**src/rtl/ram_master.sv**
```systemverilog
// ram_master: circular sample history over an external registered-read RAM; RAM_MASTER_CLEAR_EN adds a zeroing sweep after reset
module ram_master #(
  parameter int BREITE = 8,
  parameter int TIEFE  = 8
) (
  input  logic              i_clk,
  input  logic              i_rst,
  input  logic              i_wr_valid,
  input  logic [BREITE-1:0] i_wr_data,
  output logic              o_wr_ready,
  input  logic              i_rd_req,
  input  logic [TIEFE-1:0]  i_rd_ofs,
  output logic              o_rd_ready,
  output logic              o_rd_valid,
  output logic [BREITE-1:0] o_rd_data,
  output logic [TIEFE-1:0]  o_ram_addr,
  output logic              o_ram_rw,
  output logic              o_ram_write,
  output logic [BREITE-1:0] o_ram_data,
  input  logic [BREITE-1:0] i_ram_data,
  output logic [TIEFE:0]    o_count,
  output logic              o_full
);
`ifdef RAM_MASTER_CLEAR_EN
  typedef enum logic [2:0] {IDLE, WRITE, READ, CAPTURE, CLEAR} state_t;
`else
  typedef enum logic [2:0] {IDLE, WRITE, READ, CAPTURE} state_t;
`endif
  state_t              state_q;
  logic [TIEFE-1:0]    wr_ptr_q, addr_q;
  logic [TIEFE:0]      count_q;
  logic [BREITE-1:0]   rd_data_q, data_q;
  logic                rd_valid_q, rw_q, write_q, ready_q;
  always_ff @(posedge i_clk) begin
    if (i_rst) begin
      wr_ptr_q   <= '0;
      count_q    <= '0;
      rd_valid_q <= 1'b0;
      rd_data_q  <= '0;
      addr_q     <= '0;
      data_q     <= '0;
      rw_q       <= 1'b1;
`ifdef RAM_MASTER_CLEAR_EN
      state_q    <= CLEAR;
      write_q    <= 1'b1;
      ready_q    <= 1'b0;
`else
      state_q    <= IDLE;
      write_q    <= 1'b0;
      ready_q    <= 1'b1;
`endif
    end else begin
      rd_valid_q <= 1'b0;
      case (state_q)
        IDLE: begin
          // reads win; a concurrent write simply stays pending
          if (i_rd_req) begin
            state_q <= READ;
            addr_q  <= wr_ptr_q - TIEFE'(1) - i_rd_ofs;
            rw_q    <= 1'b0;
            ready_q <= 1'b0;
          end else if (i_wr_valid) begin
            state_q <= WRITE;
            addr_q  <= wr_ptr_q;
            data_q  <= i_wr_data;
            write_q <= 1'b1;
            ready_q <= 1'b0;
          end
        end
        WRITE: begin
          state_q  <= IDLE;
          write_q  <= 1'b0;
          ready_q  <= 1'b1;
          wr_ptr_q <= wr_ptr_q + TIEFE'(1);
          count_q  <= count_q + {{TIEFE{1'b0}}, ~count_q[TIEFE]};
        end
        READ: state_q <= CAPTURE;
        CAPTURE: begin
          state_q    <= IDLE;
          rd_data_q  <= i_ram_data;
          rd_valid_q <= 1'b1;
          rw_q       <= 1'b1;
          ready_q    <= 1'b1;
        end
`ifdef RAM_MASTER_CLEAR_EN
        CLEAR: begin
          addr_q <= addr_q + TIEFE'(1);
          if (&addr_q) begin
            state_q <= IDLE;
            write_q <= 1'b0;
            ready_q <= 1'b1;
          end
        end
`endif
        default: state_q <= IDLE;
      endcase
    end
  end
  assign o_wr_ready  = ready_q;
  assign o_rd_ready  = ready_q;
  assign o_rd_valid  = rd_valid_q;
  assign o_rd_data   = rd_data_q;
  assign o_ram_addr  = addr_q;
  assign o_ram_rw    = rw_q;
  // a write in flight must not reach the RAM on the reset edge
  assign o_ram_write = write_q & ~i_rst;
  assign o_ram_data  = data_q;
  assign o_count     = count_q;
  assign o_full      = count_q[TIEFE];
endmodule

```
**config.mk**
```make
export PLATFORM = sky130hd
export DESIGN_NAME = ram_master
export DESIGN_NICKNAME = d
export VERILOG_FILES = /design/src/rtl/ram_master.sv
export SDC_FILE = /design/constraint.sdc
export NUM_CORES = 1
export LEC_CHECK = 0
export BUFFER_PORTS_ARGS = -buffer_cell sky130_fd_sc_hd__buf_2
export CORE_ASPECT_RATIO = 1.4
export CORE_UTILIZATION = 40
export DETAILED_ROUTE_END_ITERATION = 6
export SETUP_SLACK_MARGIN = 0.5
export SLEW_MARGIN = 40
export SYNTH_ARGS = -nofsm -noshare
export SYNTH_HDL_FRONTEND = slang
export SYNTH_SLANG_ARGS = --single-unit
```
**constraint.sdc**
```tcl
create_clock -name i_clk -period 2.1 [get_ports i_clk]
set_clock_uncertainty 0.15 [all_clocks]
set_input_delay 0 -clock i_clk [delete_from_list [all_inputs] [get_ports i_clk]]
set_output_delay 0 -clock i_clk [all_outputs]
set_load 0.01 [all_outputs]
```
# [Word level (Yosys, flattened, before mapping)]
# Index checks and enable logic that the tools add are counted.
[classes] add_sub_neg=4 eq_ne=7 mux=14 n_bitwise=4 reduce_logical=11
[op_table] cell="2-to-1 mux 8 bit" n=2
[op_table] cell="adder 9 x 1 -> 9 bit" n=1
[op_table] cell="adder 8 x 1 -> 8 bit, second input constant" n=1
[op_table] cell="nonzero test 2 bit" n=4
[op_table] cell="subtractor 8 x 1 -> 8 bit, second input constant" n=1
[op_table] cell="subtractor 8 bit" n=1
[op_table] cell="== test 3 x 2 -> 1 bit, second input constant" n=2
[op_table] cell="2-to-1 mux 1 bit" n=6
[op_table] cell="2-to-1 mux 3 bit" n=2
[op_table] cell="inequality test 2 bit, second input constant" n=3
[op_table] cell="case mux 1 bit (2 select lines)" n=3
[op_table] cell="case mux 3 bit (2 select lines)" n=1
[op_table] cell="AND reduction 2 bit" n=3
[op_table] cell="AND reduction 3 bit" n=2
[op_table] cell="== test 3 x 1 -> 1 bit, second input constant" n=1
[op_table] cell="zero test 3 bit" n=1
[op_table] cell="inequality test 3 bit, second input constant" n=1
[op_table] cell="NOT 1 bit" n=3
[op_table] cell="OR reduction 2 bit" n=1
[op_table] cell="bitwise AND 1 bit" n=1
[word_totals] regBits=48 inputBits=28 output_inout_bits=39

# [Longest topological paths before layout]
# Gate-level depths: netlist (run 1).
[logic_depth] ltp_word=4 ltp_mapped=8

# [Worst setup path before layout (run 1)]
# Ideal clock, no wire load.
[synth_path] path_kind="reg-to-reg" start="register wr_ptr_q[0]" end="register addr_q[6], in the netlist o_ram_addr[6]" t_arrival_ns=1.656 t_required_ns=1.864 path_slack_ns=0.209 stages_incl_launch_ff=8 synth_period_minus_slack_ns=1.891 cell_sequence="dfxtp_1 ha_1 fa_1 a21oi_1 o21ai_0 a21oi_1 xor2_1 a211oi_1"
[synth_via] elab_chain_cells=3
[synth_rtl] element="start: declaration" line_no="30" text="logic [TIEFE-1:0] wr_ptr_q, addr_q;"
[synth_rtl] element="start signal: assignment" line_no="74" text="wr_ptr_q <= wr_ptr_q + TIEFE'(1);"
[synth_rtl] element="subtractor 8 x 1 -> 8 bit" line_no="59" text="addr_q <= wr_ptr_q - TIEFE'(1) - i_rd_ofs;"
[synth_rtl] element="subtractor 8 bit" line_no="59"
[synth_rtl] element="2-to-1 mux 8 bit" line_no="57" text="if (i_rd_req) begin"
[synth_rtl] element="end signal: assignment" line_no="59"
[synth_rtl] element="end signal: assignment" line_no="64" text="addr_q <= wr_ptr_q;"
[synth_rtl] element="end: declaration" line_no="30"
# Every way passes these cells.
# A chain may end at the register's enable or synchronous reset.

# [Final worst setup path (run 1)]
[layout_path] start="register wr_ptr_q[0]" end="register addr_q[4], in the netlist o_ram_addr[4]"
# The elaborated chain is that of the path after synthesis.

==> results.txt, run 1 <==
Worst-path clk slew -> 80 ps
Avg Cell Area, Syn -> 8.63 um^2
Synth top area cells -> dfxtp_1 (43%), nand2_1 (7.6%), a21oi_1 (6.2%), ha_1 (5.7%), nor2_1 (4.6%)
Core area -> 0.00520 mm^2
Fin crit share -> 86.2%
Maximum vdd drop -> 0.000423 V
Final instance count without filler cells -> 414
Post-Syn Area -> 0.00218 mm^2
Antenna Cells -> 0
Row Count -> 31
Initial antenna violation count -> 0
Nets -> 386
Hold Path Class -> in -> reg
Setup_tns -> 0 ps
Syn Nets -> 292
Number of CTS-inserted buffers -> 5
Final Hold Fails -> 0
Starting Density -> 42.0%
Top Ports -> 67
WS Path Type -> reg -> reg
Root Buffer -> clkbuf_8
Via count -> 1998
Vias in the first global route -> 1820
GRT Total Usage -> 18.8%
Area delta synth->final -> 41.5%
DP HPWL -> 3500 um
Minimum clock period -> 1810 ps
Routed length per instance -> 12.3 um
Die Span X -> 64.4 um
Largest net degree at the start of global routing -> 30
# port buffers -> 66
Post-DP Area -> 0.00263 mm^2
Antenna-violating nets left -> 0
Grt total ovfl -> 0
Headroom to the max-slew limit -> 63.8%
Overall Power -> 1.91 mW
Seq/Total Area, Yosys -> 43.1%
Lkg Pwr -> 1.38 nW
Fill count -> 482
Total DRC errors in the routed layout -> 0
Vias per Instance -> 4.83
PD cells -> 617 mW/mm^2
Critical Path RT -> 2160 ps
Yosys warns -> 0
Drt pass-1 iters -> 4
RSZ-0062 raised after global routing -> true
Top-area cell type share of the netlist area -> 43.1%
Clk sinks -> 47
Die span in y -> 89.4 um
Clk buf depth -> 2
Die Outline Area -> 0.00576 mm^2
Cell taking the most area after synthesis -> dfxtp_1
Slew @ Worst Pin -> 543 ps
Status -> finished, final reports clean
Dpl cells -> 377
Count of cell types in the netlist -> 34
Fin. max-slew vios -> 0
Post-layout instance area -> 0.00309 mm^2
Skew-Pair Late Insertion Delay -> 300 ps
Setup crit start kind -> register
Global-route wire length before repair -> 8270 um
Drt total wl -> 5070 um
GP Congestion -> 0.779
Worst Path Arrival -> 1870 ps
Synthesis-stage register bit count -> 47
DRT iter0 DRCs -> 71
CTS tree -> yes
CP Capture Type -> register
Htree depth -> 2
Post-Syn Instances -> 253
Layout cell share with drive strength beyond 1 -> 33.9%
Max-Cap Viols -> 0
Crit path max fanout -> 2
Finish-stage setup viols -> 0
Peak Freq -> 552 MHz
==> path summary, 6_finish.rpt <==
| path | start | to | slack (ps) | cells after the start |
|---|---|---|---|---|
| max | wr_ptr_q[0] | o_ram_addr[4] | 290 | 7 |
| min | i_rst | wr_ptr_q[6] | 20 | 2 |
| max reg2reg | wr_ptr_q[0] | o_ram_addr[4] | 290 | 7 |
| min reg2reg | o_rd_data[3] | o_rd_data[3] | 310 | 2 |
==> cell type report <==
class / count / area [um^2] / area share, %
multi-input cells: 183 / 1240 / 40.2
well taps: 66 / 82.6 / 2.67
clock inverters: 2 / 16.3 / 0.527
flip-flops and latches: 47 / 960 / 31.1
inverters: 9 / 33.8 / 1.09
repair buffers: 101 / 661 / 21.4
clock buffers: 6 / 93.8 / 3.04
==> placed cells by master, fill, tap and decap left out, drive strengths merged <==
cell / n
buf: 82
dfxtp: 47
nand2: 44
nor2: 28
a21oi: 27
dlygate4sd3: 19
xor2: 11
inv: 10
ha: 10
mux2i: 8
o21ai: 8
a211oi: 7
clkbuf: 6
nand4: 6
or3: 5
xnor2: 5
nor3: 3
a21boi: 3
o22ai: 3
nor2b: 3
nand2b: 2
o21bai: 2
and3: 2
or2: 1
and2: 1
a21o: 1
o21a: 1
o31a: 1
fa: 1
clkinvlp: 1
==> cells by family (layout without fill, tap and decap cells) <==
family / Yosys count / count (layout) / synth area share [%]
flops: 47 / 47 / 43.1
simple gates: 95 / 95 / 20.9
fa+ha+maj: 11 / 11 / 6.65
mux: 8 / 8 / 3.67
xor+xnor: 16 / 16 / 6.42
buf+inv: 23 / 118 / 5.21
compound gates: 53 / 53 / 14.1
==> critical path, cell delays in order, from the launching register on <==
cell and delay (ps):
dfxtp_4 360, ha_4 160, fa_2 340, a21oi_2 170
o21bai_1 90, xor2_1 140, mux2i_1 90, a211oi_1 240
==> cells in the mapped netlist (all sizes together) <==
| master | n |
|---|---|
| xor2 | 11 |
| and3 | 2 |
| a21boi | 3 |
| ha | 10 |
| or2 | 1 |
| buf | 7 |
| inv | 9 |
| nand4 | 6 |
| or3 | 5 |
| mux2i | 8 |
| o21ai | 8 |
| and2 | 1 |
| o21bai | 2 |
| nor2b | 3 |
| clkbuf | 7 |
| nor3 | 3 |
| a21o | 1 |
| xnor2 | 5 |
| dfxtp | 47 |
| o22ai | 3 |
| o21a | 1 |
| nand2b | 2 |
| nor2 | 28 |
| o31a | 1 |
| a211oi | 7 |
| nand2 | 44 |
| fa | 1 |
| a21oi | 27 |
==> per-stage QoR <==
stage | utilization (%) | hold slack, ps | setup slack (ps)
global route | 59.4 | 41.4 | 164
global placement | 50.6 | 92.5 | 278
CTS | 58.5 | 21.2 | 264
detailed placement | 50.6 | 99.6 | 266
floorplan | - | -14.0 | 370
finish | 59.4 | 18.4 | 289
==> registers in the layout, summed over array words and instances (netlist names) <==
name / flops
o_ram_addr: 8
o_ram_rw: 1
state_q: 2
o_rd_ready: 1
o_rd_valid: 1
o_ram_data: 8
o_rd_data: 8
o_count: 9
write_q: 1
wr_ptr_q: 8
==> timing repair <==
action	CTS	global route
hold endpoints to repair	21	0
gates resized for setup	11	7
setup buffers	6	4
endpoints found under the setup margin	23	23
pin swaps	13	13
hold buffers	19	0
==> power by group <==
| group | internal (mW) | switching, mW | total (mW) |
|---|---|---|---|
| Combinational | 0.162 | 0.158 | 0.320 |
| Clock | 0.311 | 0.317 | 0.627 |
| Sequential | 0.931 | 0.0288 | 0.960 |
==> layer usage <==
metal	GRT usage (%)	part of all wire, %
met5	0	0
met4	6.67	1.5
met3	3.70	4.7
met2	34.2	50
met1	21.8	44
Note: power is estimated with default switching activity, not from simulation.
==> run 2, diff against run 1 <==
- CTS_BUF_LIST: unset -> sky130_fd_sc_hd__clkbuf_4
==> run 2 against run 1 <==
Compared with the run above:
- the run now ends with hold timing left
- highest routed layer unchanged
- setup slack lost 6.6 ps
- sequential cell count is the same
- core utilization grew 0.31 points
- largest power group unchanged
==> results.txt, run 2 (synthesis results as in run 1) <==
Status -> finished, violations left (was finished, final reports clean)
Violated checks -> hold timing
Buf/Inv on CP -> 0 (unchanged)
Crit path max fanout -> 2 (unchanged)
Nets -> 390 (was 386)
Commonest non-fill, non-tap cell in the layout -> buf_2 (unchanged)
Slew @ Worst Pin -> 548 ps (was 543 ps)
RSZ-0062 raised after global routing -> true (unchanged)
Crit. path cell count -> 7 (unchanged)
Fin crit share -> 86.5% (was 86.2%)
Switching share of power -> 26.7% (was 26.4%)
DP HPWL -> 3500 um (unchanged)
M3 GR Usage -> 2.93% (was 3.70%)
Post-Route Utilization -> 59.7% (was 59.4%)
Peak Freq -> 550 MHz (was 552 MHz)
Row Count -> 31 (unchanged)
WS Path Type -> reg -> reg (unchanged)
Core area -> 0.00520 mm^2 (unchanged)
Slowest CP cell -> dfxtp_4 (unchanged)
Antenna-violating nets left -> 0 (unchanged)
Vias in the first global route -> 1829 (was 1820)
Largest net degree at the start of global routing -> 30 (unchanged)
Headroom to the max-slew limit -> 63.4% (was 63.8%)
Initial antenna violation count -> 0 (unchanged)
Final Hold Fails -> 2 (was 0)
Combinational cell fraction of total power -> 17.7% (was 16.8%)
FF-to-FF Start -> wr_ptr_q[0] (unchanged)
Worst Path Arrival -> 1950 ps (was 1870 ps)
# port buffers -> 66 (unchanged)
Worst-path clk slew -> 140 ps (was 80 ps)
Area delta synth->final -> 42.2% (was 41.5%)
Reg2reg path depth -> 7 (unchanged)
WHS -> -23.1 ps (was 18.4 ps)
Critical Path RT -> 2240 ps (was 2160 ps)
Grt total ovfl -> 0 (unchanged)
CP Launch Point -> wr_ptr_q[0] (unchanged)
Clk sinks -> 47 (unchanged)
Antenna Cells -> 0 (unchanged)
Met2 usage -> 34.0% (was 34.2%)
Htree depth -> 2 (unchanged)
Most frequent cells in the layout -> buf_2 (66), nand2_1 (44), dfxtp_1 (37), nor2_1 (26), a21oi_1 (23) (was buf_2 (66), nand2_1 (44), dfxtp_1 (38), nor2_1 (26), a21oi_1 (24))
Setup_tns -> 0 ps (unchanged)
GRT Total Usage -> 18.5% (was 18.8%)
Via count -> 2006 (was 1998)
Hold Path Class -> in -> reg (unchanged)
Total DRC errors in the routed layout -> 0 (unchanged)
Global routing usage on met1 -> 21.7% (was 21.8%)
Reg-to-reg setup timing slack -> 280 ps (was 290 ps)
Setup crit start kind -> register (unchanged)
Die span in y -> 89.4 um (unchanged)
Final instance count without filler cells -> 418 (was 414)
Drt total wl -> 5170 um (was 5070 um)
GP Congestion -> 0.779 (unchanged)
Lkg Pwr -> 1.38 nW (about the same)
Worst Setup EP -> o_ram_addr[6] (was o_ram_addr[4])
Drt pass-1 iters -> 4 (unchanged)
Global-route wire length before repair -> 8220 um (was 8270 um)
CTS tree -> yes (unchanged)
Minimum clock period -> 1820 ps (was 1810 ps)
DRT iter0 DRCs -> 54 (was 71)
Max-Cap Viols -> 0 (unchanged)
Fill count -> 477 (was 482)
Dpl cells -> 377 (unchanged)
Die Outline Area -> 0.00576 mm^2 (unchanged)
Root Buffer -> clkbuf_4 (was clkbuf_8)
Clock power frac -> 30.3% (was 32.9%)
Worst path cell trace -> ha_4 -> fa_2 -> a21oi_2 -> o21ai_1 -> a21oi_1 -> xor2_1 -> a211oi_1 (was ha_4 -> fa_2 -> a21oi_2 -> o21bai_1 -> xor2_1 -> mux2i_1 -> a211oi_1)
Max reg flops -> 9 (unchanged)
Net Sw Power -> 494 uW (was 503 uW)
Finish-stage setup viols -> 0 (unchanged)
Top Ports -> 67 (unchanged)
Layout cell share with drive strength beyond 1 -> 34.4% (was 33.9%)
Internal -> 1.35 mW (was 1.40 mW)
Number of CTS-inserted buffers -> 5 (unchanged)
Overall Power -> 1.85 mW (was 1.91 mW)
Sequential share of power -> 52.0% (was 50.3%)
Most Crowded Layer GR -> met2 (unchanged)
CP Capture Type -> register (unchanged)
Vias per Instance -> 4.80 (was 4.83)
Worst R2R End -> o_ram_addr[6] (was o_ram_addr[4])
Maximum vdd drop -> 0.000385 V (was 0.000423 V)
Skew-Pair Late Insertion Delay -> 370 ps (was 300 ps)
Hold path cells -> 3 (was 2)
Fin. max-slew vios -> 0 (unchanged)
Die Span X -> 64.4 um (unchanged)
Cell family with most CP delay -> compound AO/OA/AOI/OAI gates (was adder cells)
Biggest cell delay along the critical path -> 370 ps (was 360 ps)
Routed length per instance -> 12.4 um (was 12.3 um)
PD cells -> 595 mW/mm^2 (was 617 mW/mm^2)
Starting Density -> 42.0% (unchanged)
Clk buf depth -> 2 (unchanged)
## run 2: tightest hold or removal path, delay by kind of cell
| family | cells | cell delay (ps) |
|---|---|---|
| mux | 1 | 190 |
| buf+inv | 1 | 170 |
| compound gates | 1 | 90 |
## run 2: power by group through the flow
| stage | combinational [mW] | sequential [mW] | clock (mW) |
|---|---|---|---|
| 3_5_place_dp | 0.255 | 0.983 | 0 |
| 4_1_cts | 0.313 | 0.962 | 0.582 |
| 6_report | 0.327 | 0.961 | 0.560 |
| 5_1_grt | 0.363 | 0.968 | 0.617 |
| 3_3_place_gp | 0.253 | 0.982 | 0 |
| 2_1_floorplan | 0.163 | 0.991 | 0 |
## run 2: layout make-up
type / instances / area [um^2] / area share, %
repair buffers: 105 / 698 / 22.5
flip-flops and latches: 47 / 963 / 31.0
inverters: 9 / 33.8 / 1.09
multi-input cells: 183 / 1240 / 40.0
clock buffers: 5 / 37.5 / 1.21
clock inverters: 3 / 46.3 / 1.49
well taps: 66 / 82.6 / 2.66
## run 2: worst min path at each step
stage | slack [ps] | from | end
final | -20 | i_rd_req | o_ram_addr[3]
after global routing | 10 | i_rd_req | o_ram_addr[3]
after CTS | -40 | i_rd_req | o_ram_addr[3]
after detailed placement | 100 | i_wr_data[1] | o_ram_data[1]
after global placement | 90 | i_ram_data[6] | o_rd_data[6]
after floorplan | -10 | i_wr_data[0] | o_ram_data[0]
## run 2: repair_timing
item,CTS,global route
resized for setup,8,13
hold buffers,22,0
endpoints found under the setup margin,23,15
setup buffers,5,6
pin swaps,3,16
hold endpoints to repair,36,0
## run 2: routing by layer
layer	wire, um	share of wire (%)	vias up
met2	2560	50	57
met5	0	0	-
met4	76	1.5	0
met1	2290	44	901
li1	-	-	1043
met3	243	4.7	5
## run 2: through the flow
step                      cell area [um^2]  worst slack (ps)
after CTS                             3000               292
after global routing                  3110               179
final                                 3110               283
after floorplan                       2250               370
after global placement                2630               278
after detailed placement              2630               266
